$ cat src/rtl/character_motion.sv
// character_motion: character position, facing and sprite state driven by
// jump/fall commands and the 1 ms game tick. Successor to the fixed-geometry
// player jump/fall controller, with parametrised geometry, x clamping, a
// one-deep command queue and optional mid-air abort into a fall.
module character_motion #(
    parameter int X_W          = 10,
    parameter int Y_W          = 10,
    parameter int X_INIT       = 355,
    parameter int Y_INIT       = 454,
    parameter int X_MIN        = 0,
    parameter int X_MAX        = 711,
    parameter int DX_STEP      = 1,
    parameter int DY_STEP      = 1,
    parameter int JUMP_HALF_MS = 40,
    parameter int FALL_MS      = 200,
    parameter int QUEUE_EN     = 1,
    parameter int ABORT_EN     = 1
) (
    input  logic           clk,
    input  logic           rst,
    input  logic           module_en,
    input  logic           one_ms_tick,
    input  logic           jump_left,
    input  logic           jump_right,
    input  logic           jump_fail,
    output logic [X_W-1:0] xpos,
    output logic [Y_W-1:0] ypos,
    output logic           mirror,
    output logic           fly,
    output logic           landed,
    output logic           busy,
    output logic           pending
);

    localparam int JUMP_LEN = 2 * JUMP_HALF_MS;
    localparam int T_MAX    = (JUMP_LEN > FALL_MS) ? JUMP_LEN : FALL_MS;
    localparam int TW       = $clog2(T_MAX + 1);
    localparam int Y_TOP    = (1 << Y_W) - 1;

    // Encodings double as command priority: FALL > JUMP_L > JUMP_R > IDLE.
    typedef enum logic [1:0] {
        IDLE   = 2'd0,
        JUMP_R = 2'd1,
        JUMP_L = 2'd2,
        FALL   = 2'd3
    } state_t;

    state_t          state_q, state_d;
    state_t          qstate_q, qstate_d;
    logic            qvalid_q, qvalid_d;
    logic [TW-1:0]   timer_q, timer_d;
    logic [X_W-1:0]  x_q, x_d;
    logic [Y_W-1:0]  y_q, y_d;
    logic            mirror_q, mirror_d;
    logic            fly_q, fly_d;
    logic            landed_q, landed_d;
    logic            busy_q, busy_d;

    logic            soft_rst;
    logic            cmd_valid;
    state_t          cmd_state;

    assign soft_rst = rst || !module_en;

    // Highest-priority command this cycle; jump_fail means nothing while falling.
    always_comb begin
        cmd_valid = 1'b0;
        cmd_state = IDLE;
        if (jump_fail && state_q != FALL) begin
            cmd_valid = 1'b1;
            cmd_state = FALL;
        end else if (jump_left) begin
            cmd_valid = 1'b1;
            cmd_state = JUMP_L;
        end else if (jump_right) begin
            cmd_valid = 1'b1;
            cmd_state = JUMP_R;
        end
    end

    // Next-state, motion and queue logic.
    always_comb begin
        int  xi;
        int  yi;
        logic finish;

        state_d  = state_q;
        qstate_d = qstate_q;
        qvalid_d = qvalid_q;
        timer_d  = timer_q;
        x_d      = x_q;
        y_d      = y_q;
        mirror_d = mirror_q;
        fly_d    = fly_q;
        landed_d = 1'b0;
        finish   = 1'b0;
        xi       = int'(x_q);
        yi       = int'(y_q);

        case (state_q)
            IDLE: begin
                timer_d  = '0;
                fly_d    = 1'b0;
                qvalid_d = 1'b0;
                if (cmd_valid) begin
                    state_d = cmd_state;
                end
            end
            JUMP_R, JUMP_L: begin
                if ((ABORT_EN != 0) && jump_fail) begin
                    state_d  = FALL;
                    timer_d  = '0;
                    qvalid_d = 1'b0;
                end else begin
                    if ((QUEUE_EN != 0) && cmd_valid && (!qvalid_q || cmd_state > qstate_q)) begin
                        qvalid_d = 1'b1;
                        qstate_d = cmd_state;
                    end
                    if (one_ms_tick) begin
                        fly_d = 1'b1;
                        if (state_q == JUMP_L) begin
                            mirror_d = 1'b1;
                            x_d = (xi < X_MIN + DX_STEP) ? X_W'(X_MIN) : X_W'(xi - DX_STEP);
                        end else begin
                            mirror_d = 1'b0;
                            x_d = (xi > X_MAX - DX_STEP) ? X_W'(X_MAX) : X_W'(xi + DX_STEP);
                        end
                        if (int'(timer_q) < JUMP_HALF_MS) begin
                            y_d = Y_W'(yi - DY_STEP);
                        end else begin
                            y_d = Y_W'(yi + DY_STEP);
                        end
                        if (int'(timer_q) == JUMP_LEN - 1) begin
                            finish = 1'b1;
                        end else begin
                            timer_d = timer_q + TW'(1);
                        end
                    end
                end
            end
            FALL: begin
                if ((QUEUE_EN != 0) && cmd_valid && (!qvalid_q || cmd_state > qstate_q)) begin
                    qvalid_d = 1'b1;
                    qstate_d = cmd_state;
                end
                if (one_ms_tick) begin
                    fly_d = 1'b1;
                    y_d   = (yi > Y_TOP - DY_STEP) ? Y_W'(Y_TOP) : Y_W'(yi + DY_STEP);
                    if (int'(timer_q) == FALL_MS - 1) begin
                        finish = 1'b1;
                    end else begin
                        timer_d = timer_q + TW'(1);
                    end
                end
            end
            default: begin
                state_d = IDLE;
            end
        endcase

        // Exit uses the queue as updated this cycle, so a command arriving
        // with the final tick is executed straight away.
        if (finish) begin
            landed_d = 1'b1;
            timer_d  = '0;
            if (qvalid_d) begin
                state_d  = qstate_d;
                qvalid_d = 1'b0;
            end else begin
                state_d = IDLE;
                fly_d   = 1'b0;
            end
        end

        busy_d = (state_d != IDLE);
    end

    // State and output registers with synchronous reset.
    always_ff @(posedge clk) begin
        if (soft_rst) begin
            state_q  <= IDLE;
            qstate_q <= IDLE;
            qvalid_q <= 1'b0;
            timer_q  <= '0;
            x_q      <= X_W'(X_INIT);
            y_q      <= Y_W'(Y_INIT);
            mirror_q <= 1'b0;
            fly_q    <= 1'b0;
            landed_q <= 1'b0;
            busy_q   <= 1'b0;
        end else begin
            state_q  <= state_d;
            qstate_q <= qstate_d;
            qvalid_q <= qvalid_d;
            timer_q  <= timer_d;
            x_q      <= x_d;
            y_q      <= y_d;
            mirror_q <= mirror_d;
            fly_q    <= fly_d;
            landed_q <= landed_d;
            busy_q   <= busy_d;
        end
    end

    assign xpos    = x_q;
    assign ypos    = y_q;
    assign mirror  = mirror_q;
    assign fly     = fly_q;
    assign landed  = landed_q;
    assign busy    = busy_q;
    assign pending = qvalid_q;

endmodule

$ cat config.mk
export PLATFORM = sky130hd
export DESIGN_NAME = character_motion
export DESIGN_NICKNAME = d
export VERILOG_FILES = /design/src/rtl/character_motion.sv
export SDC_FILE = /design/constraint.sdc
export NUM_CORES = 1
export LEC_CHECK = 0
export ABC_CLOCK_PERIOD_IN_PS = 3000
export BUFFER_PORTS_ARGS = -buffer_cell sky130_fd_sc_hd__buf_2
export CORE_ASPECT_RATIO = 0.75
export CORE_MARGIN = 2
export CORE_UTILIZATION = 60
export CTS_BUF_LIST = sky130_fd_sc_hd__clkbuf_2
export DETAILED_ROUTE_END_ITERATION = 16
export MAX_ROUTING_LAYER = met4
export PLACE_DENSITY = 0.94
export SLEW_MARGIN = 10
export SYNTH_ARGS = -nofsm -noshare
export SYNTH_HDL_FRONTEND = slang
export SYNTH_SLANG_ARGS = --single-unit
export TNS_END_PERCENT = 10
$ cat constraint.sdc
create_clock -name clk -period 3 [get_ports clk]
set_clock_uncertainty 0.05 [all_clocks]
set_input_delay 0.15 -clock clk [delete_from_list [all_inputs] [get_ports clk]]
set_output_delay 0.15 -clock clk [all_outputs]
set_load 0.01 [all_outputs]
; ---- Word-level counts from Yosys, hierarchy flattened
; Index checks and enable logic that the tools add are counted.
; Widths: inputs -> output; s select.
[op_classes]
n_addsub = 5
order_cmp = 5
n_eq_ne = 12
mux = 45
n_bitwise = 1
n_reduce_logical = 14
[op_table]
columns = operator, n
row1 = $mux 10, 8
row2 = $mux 8, 5
row3 = $pmux 8 s3, 1
row4 = $add 10x1->10 const B, 2
row5 = $gt 10x10->1 const B, 2
row6 = $pmux 10 s2, 1
row7 = $sub 10x1->10 const B, 2
row8 = $mux 1, 17
row9 = $mux 2, 8
row10 = $lt 10x1->1 const B, 1
row11 = $ne 2x2->1 const B, 5
row12 = $add 8x1->8 const B, 1
row13 = $eq 8x7->1 const B, 1
row14 = $eq 8x8->1 const B, 1
row15 = $lt 8x6->1 const B, 1
row16 = $pmux 2 s2, 2
row17 = $reduce_and 4->1, 2
row18 = $ne 3x3->1 const B, 2
row19 = $pmux 1 s3, 2
row20 = $eq 2x2->1 const B, 2
row21 = $reduce_bool 2->1, 2
row22 = $reduce_or 2->1, 2
row23 = $reduce_and 3->1, 1
row24 = $eq 2x1->1 const B, 1
row25 = 7 further kinds, 10
[totals]
reg_bits = 37
in_bits = 7
out_inout_bits = 25

; ---- Depth between registers and ports, before layout
; Gate-level depths: netlist of run 1.
[logic_depth]
depth_word = 12
mapped_depth = 10
ltp_nobuf = 9

; ---- Least setup slack after synthesis of run 1
; OpenSTA, ideal clock, no wires.
[synth_timing]
path_type = reg2reg
start = register state_q[1]
end = register busy_q, in the netlist busy
arrival_ns = 2.171
path_slack_ns = 0.646
path_stages_with_launch = 11
synth_period_minus_slack_ns = 2.354
path_cell_list = dfxtp_1 > ha_1 > clkbuf_1 > nor2b_1 > or2_2 > ha_1 > nand2b_1 > a32oi_1 > a31oi_1 > o211ai_1 > nand4_1
[synth_via]
elab_chain_cells = 12
word_cells_on_any_way = 25
[synth_rtl]
columns = element, line_no
row1 = "start, declared", 48  ; state_t state_q, state_d;
row2 = "start signal, assigned", 192  ; state_q <= state_d;
row3 = $ne 2x2->1, 69  ; if (jump_fail && state_q != FALL) begin
row4 = $logic_and 1x1->1, 69
row5 = $mux 2, 69
row6 = $gt 2x2->1, "115, 142"
row7 = $logic_or 1x1->1, "115, 142"
row8 = $logic_and 1x1->1, "115, 142"
row9 = $mux 1 / $mux 2 (equally long branches), "115, 142"
row10 = $mux 1 / $mux 2 (equally long branches), 110  ; if ((ABORT_EN != 0) && jump_fail) begin
row11 = $pmux 1 s3 / $pmux 2 s2 (equally long branches), 100  ; case (state_q)
row12 = $mux 2, 166  ; if (qvalid_d) begin
row13 = $mux 2 (*), 163  ; if (finish) begin
row14 = $reduce_bool 2->1 (*), 175  ; busy_d = (state_d != IDLE);
row15 = "end signal, assigned", 201  ; busy_q <= busy_d;
row16 = "end, declared", 57  ; logic busy_q, busy_d;
; Every way passes the cells marked *; elsewhere a longest branch is shown, timed or not.
; A chain may end at the register's enable or synchronous reset.

; ---- Worst setup path in the final report of run 1
; Same ends and word-level chain as after synthesis.

==> flow_summary_export.csv, run 1 <==
group,metric,value,unit
synthesis,syn-instance-count,340,
grt,antenna_found_initial,0,
floorplan,io_pins,32,
power_and_ir_drop,leakagePower,1.12,nW
synthesis,synth.area.mux_share,1.54,%
floorplan,start_util,63.3,%
detailed_routing,via_per_inst,6.38,
synthesis,synth_xor_xnor_area_share,3.37,%
synthesis,synth_fp_nets,359,
layout,layout-drive-gt1-share,13.7,%
layout,n_antenna_cell,0,
worst_setup_path,path_cells,"ha_1 > nor2b_1 > or2_2 > ha_1 > nand2b_1 > a32oi_1 > a31oi_1 > o211ai_1 > nand4_1",
synthesis,async_reset_ff_share,0,%
synthesis,yosysUniqueCellTypes,58,
cts,cts.clk_slew.worst_paths,0.20,ns
floorplan,die-area,4870,um2
synthesis,synth_top_family_by_area,"simple AND/OR/NAND/NOR gates",
floorplan,core_area,4100,um2
placed_design,io_buffers,31,
synthesis,synth_seq_cells,37,
synthesis,yosysWarnings,0,
worst_setup_path,crit_path_start_kind,"flip-flop",
detailed_routing,drtIter0Drc,372,
synthesis,ys.flop_type,"dfxtp_1",
layout,num-nets-final,384,
sta,slew_headroom,55.1,%
detailed_routing,antenna_left,0,
worst_setup_path,r2r_cells,9,
sta,fmax,0.374,GHz
worst_setup_path,critical-path-max-stage-delay,0.47,ns
worst_setup_path,setup.worst_path.start,"state_q[1]",
layout,area_delta_synth_final,9.73,%
cts,cts_tree,"done",
power_and_ir_drop,power,962,uW
hold_path,hold_start,"one_ms_tick",
layout,fin_util,69.4,%
synthesis,ys_seq_area_share,28.5,%
worst_setup_path,crit_slowest_cell,"ha_1",
status,status,"complete, no violations",
layout,n_fill_cell,354,
sta,slew_violations,0,
detailed_routing,wire_per_inst,15.3,um
cts,cts_root_buf,"clkbuf_2",
sta,finalCriticalPeriod,2.67,ns
floorplan,die_w,80.0,um
detailed_routing,first_pass_iters,5,
sta,worstMarginPinSlew,0.669,ns
floorplan,fp.dieH,61.0,um
placed_design,place.gp.congestion,0.991,
worst_setup_path,crit_family,"adder cells",
grt,grt_pass1_wl,10600,um
worst_setup_path,cp_common_cell,"ha_1",
synthesis,synth-compound-area-share,25.2,%
detailed_routing,drc,0,
synthesis,synth_edf_count,0,
detailed_routing,via_count,2686,
placed_design,dpl_cell_area,2770,um2
sta,hold_violations,0,
layout,mostFrequentLayoutCells,"dfxtp_1, buf_2, nor2_1, a21oi_1, nand2_1",
cts,cts_buffers,5,
synthesis,synth_area,2600,um2
cts,cts_setup_buffers,0,
cts,cts.sinks,37,
power_and_ir_drop,ir_drop,304,uV
worst_setup_path,path_max_fanout,15,
worst_setup_path,r2r_start,"state_q[1]",
grt,grt_remaining_overflow,0,
synthesis,avgSynthCellArea,7.64,um2
cts,cts_buffer_depth,2,
sta,hold_ws,0.0976,ns
worst_setup_path,endpoint_kind,"flip-flop",
layout,finalInstanceArea,2850,um2
grt,grt_pass1_vias,2307,
cts,clock_latency,0.40,ns
worst_setup_path,crit_required,3.26,ns
hold_path,hp-class,"in2reg",
placed_design,place_hpwl,4610,um
floorplan,rows,20,
worst_setup_path,crit_buf_inv,0,
hold_path,min_delay_path_depth,3,
worst_setup_path,cp.depth,9,
worst_setup_path,critPathKind,"reg2reg",
worst_setup_path,worstPathArrival,2.93,ns
synthesis,yosys.area_share.simple,29.7,%
cts,ctsHtreeMaxLevel,2,
sta,finalSetupViolCount,0,
layout,final_common_cell,"dfxtp_1",
grt,grt_max_degree,16,
detailed_routing,wl,6440,um
flow_run,drv_cap,0,
grt,grt_util_all_layers,28.5,%
sta,rsz0062_at_grt,"false",
sta,fin_crit_sh,89.1,%
synthesis,synth-adder-area-share,5.78,%
sta,timing.setup.tns,0,ns
power_and_ir_drop,powerDensity,338,nW/um2
[registers in the layout, indices dropped and copies added, names as in the netlist]
signal / flops
xpos: 10
ypos: 10
timer_q: 8
qstate_q: 2
state_q: 2
busy: 1
fly: 1
landed: 1
mirror: 1
pending: 1
[worst paths after layout]
check | endpoint | slack (ns)
setup / recovery | busy | 0.33
hold / removal | fly | 0.1
setup reg to reg | busy | 0.33
hold reg to reg | mirror | 0.42
[synthesized netlist by cell type, types with 3 or more instances]
cell type / number / share of area, %
o2111ai_1: 3 / 1.0
o21ai_0: 17 / 3.3
nand2_1: 25 / 3.6
clkbuf_1: 12 / 1.7
xnor2_1: 8 / 2.7
a41o_1: 3 / 1.2
ha_1: 12 / 5.8
o22ai_1: 3 / 0.72
and4_1: 6 / 2.0
o21ai_1: 7 / 1.3
o211ai_1: 4 / 1.2
nand2b_1: 7 / 1.7
nor3_1: 14 / 2.7
o21a_1: 7 / 2.0
mux2i_1: 4 / 1.5
and2_1: 3 / 0.72
nand4_1: 7 / 1.7
dfxtp_1: 37 / 29
o32ai_1: 3 / 1.0
nor2b_1: 8 / 1.9
inv_1: 18 / 2.6
a21oi_1: 25 / 4.8
buf_2: 5 / 0.96
nor4_1: 3 / 0.72
and3_1: 5 / 1.2
a31oi_1: 6 / 1.4
or2_2: 3 / 0.72
nor2_1: 26 / 3.8
or3_1: 9 / 2.2
nand3_1: 13 / 2.5
a211oi_1: 3 / 0.87
[worst reg2reg max path: stages, from the launching register on]
cell and delay [ns]:
dfxtp_1 0.40, ha_1 0.47, nor2b_1 0.15, or2_2 0.30, ha_1 0.29, nand2b_1 0.06
a32oi_1 0.28, a31oi_1 0.19, o211ai_1 0.27, nand4_1 0.12
[layout make-up]
cell class	instances	area [um2]	area share, %
flip-flops and latches	37	741	26.0
inverters	18	67.6	2.37
multi-input cells	266	1700	59.8
repair buffers	37	203	7.11
well taps	55	68.8	2.42
clock inverters	3	41.3	1.45
clock buffers	5	25.0	0.878
[routing by layer]
layer	routed length, um	global-route usage, %	share of wire, %	vias to the layer above
met3	563	6.10	8.7	30
met4	131	8.47	2.0	0
met2	2890	42.9	45	140
li1	-	-	-	1297
met1	2860	38.9	44	1219
met5	0	-	0	-
[through the flow]
stage / setup slack (ns) / cells
detailed placement: 0.441 / 412
global route: 0.176 / 421
finish: 0.327 / 421
CTS: 0.397 / 421
global placement: 0.578 / 412
floorplan: 0.646 / 340
[power by group]
group / switching (mW) / internal [mW]
sequential: 0.00675 / 0.499
clock: 0.182 / 0.138
combinational: 0.0852 / 0.0519
[repair_timing]
item,CTS,global route
gates resized for setup,0,0
hold buffers,1,0
hold endpoints to repair,1,0
[kinds of logic (layout without fill, tap and decap cells)]
logic type      Yosys count  after routing
compound gates           99             99
xor+xnor                 10             10
fa+ha+maj                12             12
buf+inv                  37             63
flops                    37             37
mux                       4              4
simple gates            141            141
(Power assumes the default switching activity.)
==> run 2: changes to the inputs <==
Settings changed: ABC_CLOCK_PERIOD_IN_PS 3000 to 3100, CORE_UTILIZATION 60 to 63, CTS_BUF_LIST sky130_fd_sc_hd__clkbuf_2 to sky130_fd_sc_hd__clkbuf_8 sky130_fd_sc_hd__clkbuf_16, PLACE_DENSITY 0.94 to 0.95.
Clock period 3 ns to 3.1 ns, I/O delays scaled along.
==> run 2 against run 1 <==
Against the previous run: die area shrank 4.5%; sequential share of layout area barely moved; setup slack improved by 0.12 ns; non-clock buffer count down 3; clock power rose by 16%; routed wire length increased by 4.0%; highest routed layer unchanged.
==> flow_summary_export.csv, run 2 (same netlist as run 1, synthesis figures left out) <==
group,metric,value,unit
detailed_routing,first_pass_iters,5,
cts,cts_buffer_depth,2,
layout,n_antenna_cell,0,
floorplan,start_util,64.8,%
cts,cts_hold_buf,0,
sta,fmax,0.377,GHz
grt,grt_util_all_layers,30.8,%
layout,num-nets-final,381,
worst_setup_path,path_cells,"ha_1 > nor2b_1 > or2_2 > ha_1 > nand2b_1 > a32oi_1 > a31oi_1 > o211ai_1 > nand4_1",
power_and_ir_drop,powerDensity,347,nW/um2
sta,setup_ws,0.450,ns
power_and_ir_drop,leakagePower,1.12,nW
hold_path,hp-class,"in2reg",
floorplan,core_area,4000,um2
cts,cts.sinks,37,
layout,mostFrequentLayoutCells,"dfxtp_1, buf_2, nor2_1, a21oi_1, nand2_1",
detailed_routing,via_count,2742,
sta,hold_violations,0,
worst_setup_path,critPathKind,"reg2reg",
worst_setup_path,crit_required,3.23,ns
power_and_ir_drop,seq_power_share,49.3,%
floorplan,io_pins,32,
cts,cts.clk_slew.worst_paths,0.07,ns
power_and_ir_drop,power_frac_comb,13.2,%
placed_design,place_hpwl,4660,um
placed_design,place_inst,410,
sta,finalSetupViolCount,0,
layout,layout-drive-gt1-share,13.5,%
worst_setup_path,critical-path-max-stage-delay,0.47,ns
power_and_ir_drop,p_switching,281,uW
status,status,"complete, no violations",
power_and_ir_drop,ir_drop,337,uV
floorplan,die-area,4660,um2
power_and_ir_drop,clkPwrFrac,37.6,%
grt,grt_max_degree,16,
detailed_routing,wl,6700,um
cts,clock_latency,0.31,ns
cts,cts_buffers,5,
power_and_ir_drop,switching_share,28.4,%
cts,ctsResizeCount,0,
worst_setup_path,path_max_fanout,15,
layout,final_common_cell,"dfxtp_1",
placed_design,io_buffers,31,
power_and_ir_drop,p_int,710,uW
detailed_routing,antenna_left,0,
layout,n_fill_cell,325,
cts,ctsHtreeMaxLevel,2,
sta,timing.setup.tns,0,ns
worst_setup_path,cp_common_cell,"ha_1",
power_and_ir_drop,power,991,uW
worst_setup_path,worstPathArrival,2.78,ns
worst_setup_path,endpoint_kind,"flip-flop",
floorplan,die_w,78.1,um
worst_setup_path,crit_path_start_kind,"flip-flop",
grt,grt_pass1_vias,2456,
sta,fin_crit_sh,85.5,%
detailed_routing,drc,0,
placed_design,place.gp.congestion,0.958,
sta,slew_violations,0,
detailed_routing,drtIter0Drc,359,
sta,finalCriticalPeriod,2.65,ns
detailed_routing,via_per_inst,6.56,
grt,antenna_found_initial,0,
cts,cts_tree,"done",
grt,grt_pass1_wl,11000,um
floorplan,fp.dieH,59.6,um
layout,area_delta_synth_final,9.93,%
placed_design,pre_cts_slack,0.518,ns
sta,rsz0062_at_grt,"false",
sta,slew_headroom,54.9,%
worst_setup_path,crit_slowest_cell,"ha_1",
sta,worstMarginPinSlew,0.676,ns
floorplan,rows,20,
cts,cts_root_buf,"clkbuf_8",
flow_run,drv_cap,0,
grt,grt_remaining_overflow,0,
layout,layoutNonFillerInstCount,418,
cts,cts_setup_buffers,0,
detailed_routing,wire_per_inst,16.0,um
[run 2: cell type report]
| type | count | area (um2) | area share [%] |
|---|---|---|---|
| multi-input cells | 266 | 1700 | 59.7 |
| flip-flops and latches | 37 | 741 | 26.0 |
| repair buffers | 34 | 178 | 6.23 |
| clock buffers | 6 | 82.6 | 2.89 |
| well taps | 55 | 68.8 | 2.41 |
| inverters | 18 | 67.6 | 2.37 |
| clock inverters | 2 | 13.8 | 0.482 |
[run 2: stage by stage]
step           area (um2)  utilization [%]  hold slack [ns]
2_1_floorplan        2600                -            0.318
3_3_place_gp         2760             68.9            0.392
3_5_place_dp         2760             68.9            0.411
4_1_cts              2850             71.3            0.237
5_1_grt              2850             71.3            0.258
6_report             2850             71.3            0.243
[run 2: worst max-delay path: cells and delay by family (launching register included)]
family / cells / cell delay (ns)
fa+ha+maj: 2 / 0.77
compound gates: 3 / 0.71
simple gates: 4 / 0.63
flops: 1 / 0.37
[run 2: layer usage]
| metal | GRT usage (%) | share of wire [%] | vias up |
|---|---|---|---|
| met3 | 7.62 | 8.9 | 20 |
| met2 | 50.9 | 45 | 169 |
| met4 | 9.77 | 2.0 | 0 |
| li1 | - | - | 1299 |
| met1 | 37.6 | 44 | 1254 |
| met5 | - | 0 | - |
[run 2: power by group through the flow]
stage | logic [mW] | registers [mW] | clock network (mW)
after floorplan | 0.0940 | 0.498 | 0
after global placement | 0.123 | 0.498 | 0
after detailed placement | 0.126 | 0.499 | 0
after CTS | 0.128 | 0.488 | 0.371
after global routing | 0.144 | 0.489 | 0.396
final | 0.131 | 0.488 | 0.372
[run 2: final timing paths]
kind | startpoint | endpoint | slack (ns) | cells past startpoint
hold reg to reg | mirror | mirror | 0.42 | 2
hold / removal | rst | xpos[9] | 0.24 | 4
setup / recovery | state_q[1] | busy | 0.45 | 9
setup reg to reg | state_q[1] | busy | 0.45 | 9
==> run 3: changes to the inputs <==
Settings changed: CORE_UTILIZATION 63 to 35, PLACE_DENSITY 0.95 to 0.65.
==> run 3 against run 2 <==
Against the previous run: setup slack better by 0.021 ns; critical endpoint unchanged; final cell count up 11%; utilization down 31 points; global-route usage fell by 13 points; sequential power barely moved; largest cell class unchanged; combinational power hardly changed; design area grew 1.7%; sequential cell count unchanged; hold slack got worse by 0.086 ns; routed wire length down 0.85%.
==> flow_summary_export.csv, run 3 (same netlist as run 1, synthesis figures left out) <==
group,metric,value,unit
status,status,"complete, no violations",
cts,clock_latency,0.30,ns
worst_setup_path,path_cells,"ha_1 > nor2b_1 > or2_2 > ha_1 > nand2b_1 > a32oi_1 > a31oi_1 > o211ai_1 > nand4_1",
detailed_routing,via_per_inst,5.60,
sta,finalSetupViolCount,0,
worst_setup_path,r2r_start,"state_q[1]",
floorplan,fp.dieH,78.6,um
detailed_routing,drc,0,
layout,n_fill_cell,748,
cts,cts_hold_buf,0,
layout,mostFrequentLayoutCells,"dfxtp_1, buf_2, nor2_1, a21oi_1, nand2_1",
layout,layoutNonFillerInstCount,463,
layout,n_antenna_cell,0,
placed_design,dpl_cell_area,2820,um2
detailed_routing,via_count,2591,
power_and_ir_drop,powerDensity,330,nW/um2
detailed_routing,wl,6640,um
hold_path,hold_start,"rst",
cts,cts.sinks,37,
sta,finalCriticalPeriod,2.63,ns
sta,fin_crit_sh,84.8,%
worst_setup_path,crit_family,"adder cells",
detailed_routing,antenna_left,0,
detailed_routing,first_pass_iters,4,
placed_design,place_hpwl,4770,um
placed_design,place_inst,456,
worst_setup_path,critical-path-max-stage-delay,0.47,ns
detailed_routing,wire_per_inst,14.3,um
sta,timing.setup.tns,0,ns
sta,slew_violations,0,
placed_design,io_buffers,31,
cts,cts_buffers,5,
sta,hold_violations,0,
grt,grt_util_all_layers,17.6,%
floorplan,die_w,103,um
worst_setup_path,critPathKind,"reg2reg",
detailed_routing,drtIter0Drc,196,
cts,cts_root_buf,"clkbuf_8",
sta,worstMarginPinSlew,0.683,ns
grt,grt_pass1_vias,2386,
cts,cts.clk_slew.worst_paths,0.07,ns
cts,cts_buffer_depth,2,
cts,cts_setup_buffers,0,
worst_setup_path,worstPathArrival,2.74,ns
worst_setup_path,path_max_fanout,15,
worst_setup_path,cp_common_cell,"ha_1",
layout,area_delta_synth_final,11.8,%
worst_setup_path,endpoint_kind,"flip-flop",
layout,num-nets-final,381,
sta,hold_ws,0.157,ns
layout,finalInstanceArea,2900,um2
floorplan,rows,27,
sta,setup_ws,0.472,ns
sta,rsz0062_at_grt,"false",
grt,grt_remaining_overflow,0,
power_and_ir_drop,ir_drop,178,uV
cts,ctsHtreeMaxLevel,2,
worst_setup_path,r2r_cells,9,
worst_setup_path,setup.worst_path.start,"state_q[1]",
layout,layout-drive-gt1-share,13.0,%
floorplan,start_util,35.7,%
hold_path,hold_end,"ypos[1]",
worst_setup_path,crit_required,3.22,ns
layout,final_common_cell,"dfxtp_1",
placed_design,place.gp.congestion,0.904,
grt,grt_max_degree,16,
cts,ctsResizeCount,0,
grt,grt_pass1_wl,11300,um
cts,cts_tree,"done",
floorplan,io_pins,32,
flow_run,drv_cap,0,
hold_path,hp-class,"in2reg",
floorplan,die-area,8130,um2
worst_setup_path,crit_slowest_cell,"ha_1",
worst_setup_path,reg2reg_slack,0.47,ns
worst_setup_path,crit_buf_inv,0,
sta,fmax,0.380,GHz
grt,antenna_found_initial,0,
sta,slew_headroom,54.3,%
hold_path,min_delay_path_depth,3,
worst_setup_path,crit_path_start_kind,"flip-flop",
power_and_ir_drop,leakagePower,1.11,nW
placed_design,pre_cts_slack,0.525,ns
floorplan,core_area,7260,um2
worst_setup_path,r2r-end,"busy",
-- run 3: changes by cell type in the layout (fill, tap and decap cells not counted), sizes merged --
cell / before / now
inv: 18 / 19
clkinv: 2 / 0
-- run 3: worst max-delay path by stage --
| stage | endpoint | slack [ns] | cells after the start |
|---|---|---|---|
| after global routing | busy | 0.30 | 9 |
| after CTS | busy | 0.51 | 9 |
| after detailed placement | busy | 0.53 | 9 |
| final | busy | 0.47 | 9 |
| after global placement | busy | 0.64 | 9 |
| after floorplan | busy | 0.75 | 10 |
-- run 3: report_power, final --
group	total, mW	internal (mW)	switching (mW)
logic	0.129	0.0485	0.0806
registers	0.488	0.481	0.00670
clock network	0.341	0.173	0.168
-- run 3: tightest hold or removal path, stage by stage --
cell and delay, ns:
buf_2 0.08, nor2b_1 0.14, nand2_1 0.09
-- run 3: layout make-up --
cell class | count | area (um2) | area share [%]
clock inverters | 1 | 3.75 | 0.129
clock buffers | 6 | 82.6 | 2.85
repair buffers | 34 | 178 | 6.12
multi-input cells | 266 | 1700 | 58.7
flip-flops and latches | 37 | 741 | 25.5
inverters | 18 | 67.6 | 2.33
well taps | 101 | 126 | 4.36
-- run 3: metal layers --
layer / global-route usage, % / up-vias / share of wire [%]
met4: 5.66 / 0 / 1.2
met5: - / - / 0
met1: 25.0 / 1215 / 52
li1: - / 1296 / -
met2: 24.6 / 72 / 41
met3: 3.74 / 8 / 6.2
-- run 3: per-stage QoR --
step	total power, mW	util (%)
2_1_floorplan	0.593	-
3_3_place_gp	0.626	38.8
3_5_place_dp	0.626	38.8
4_1_cts	0.972	39.9
5_1_grt	1.00	39.9
6_report	0.958	39.9
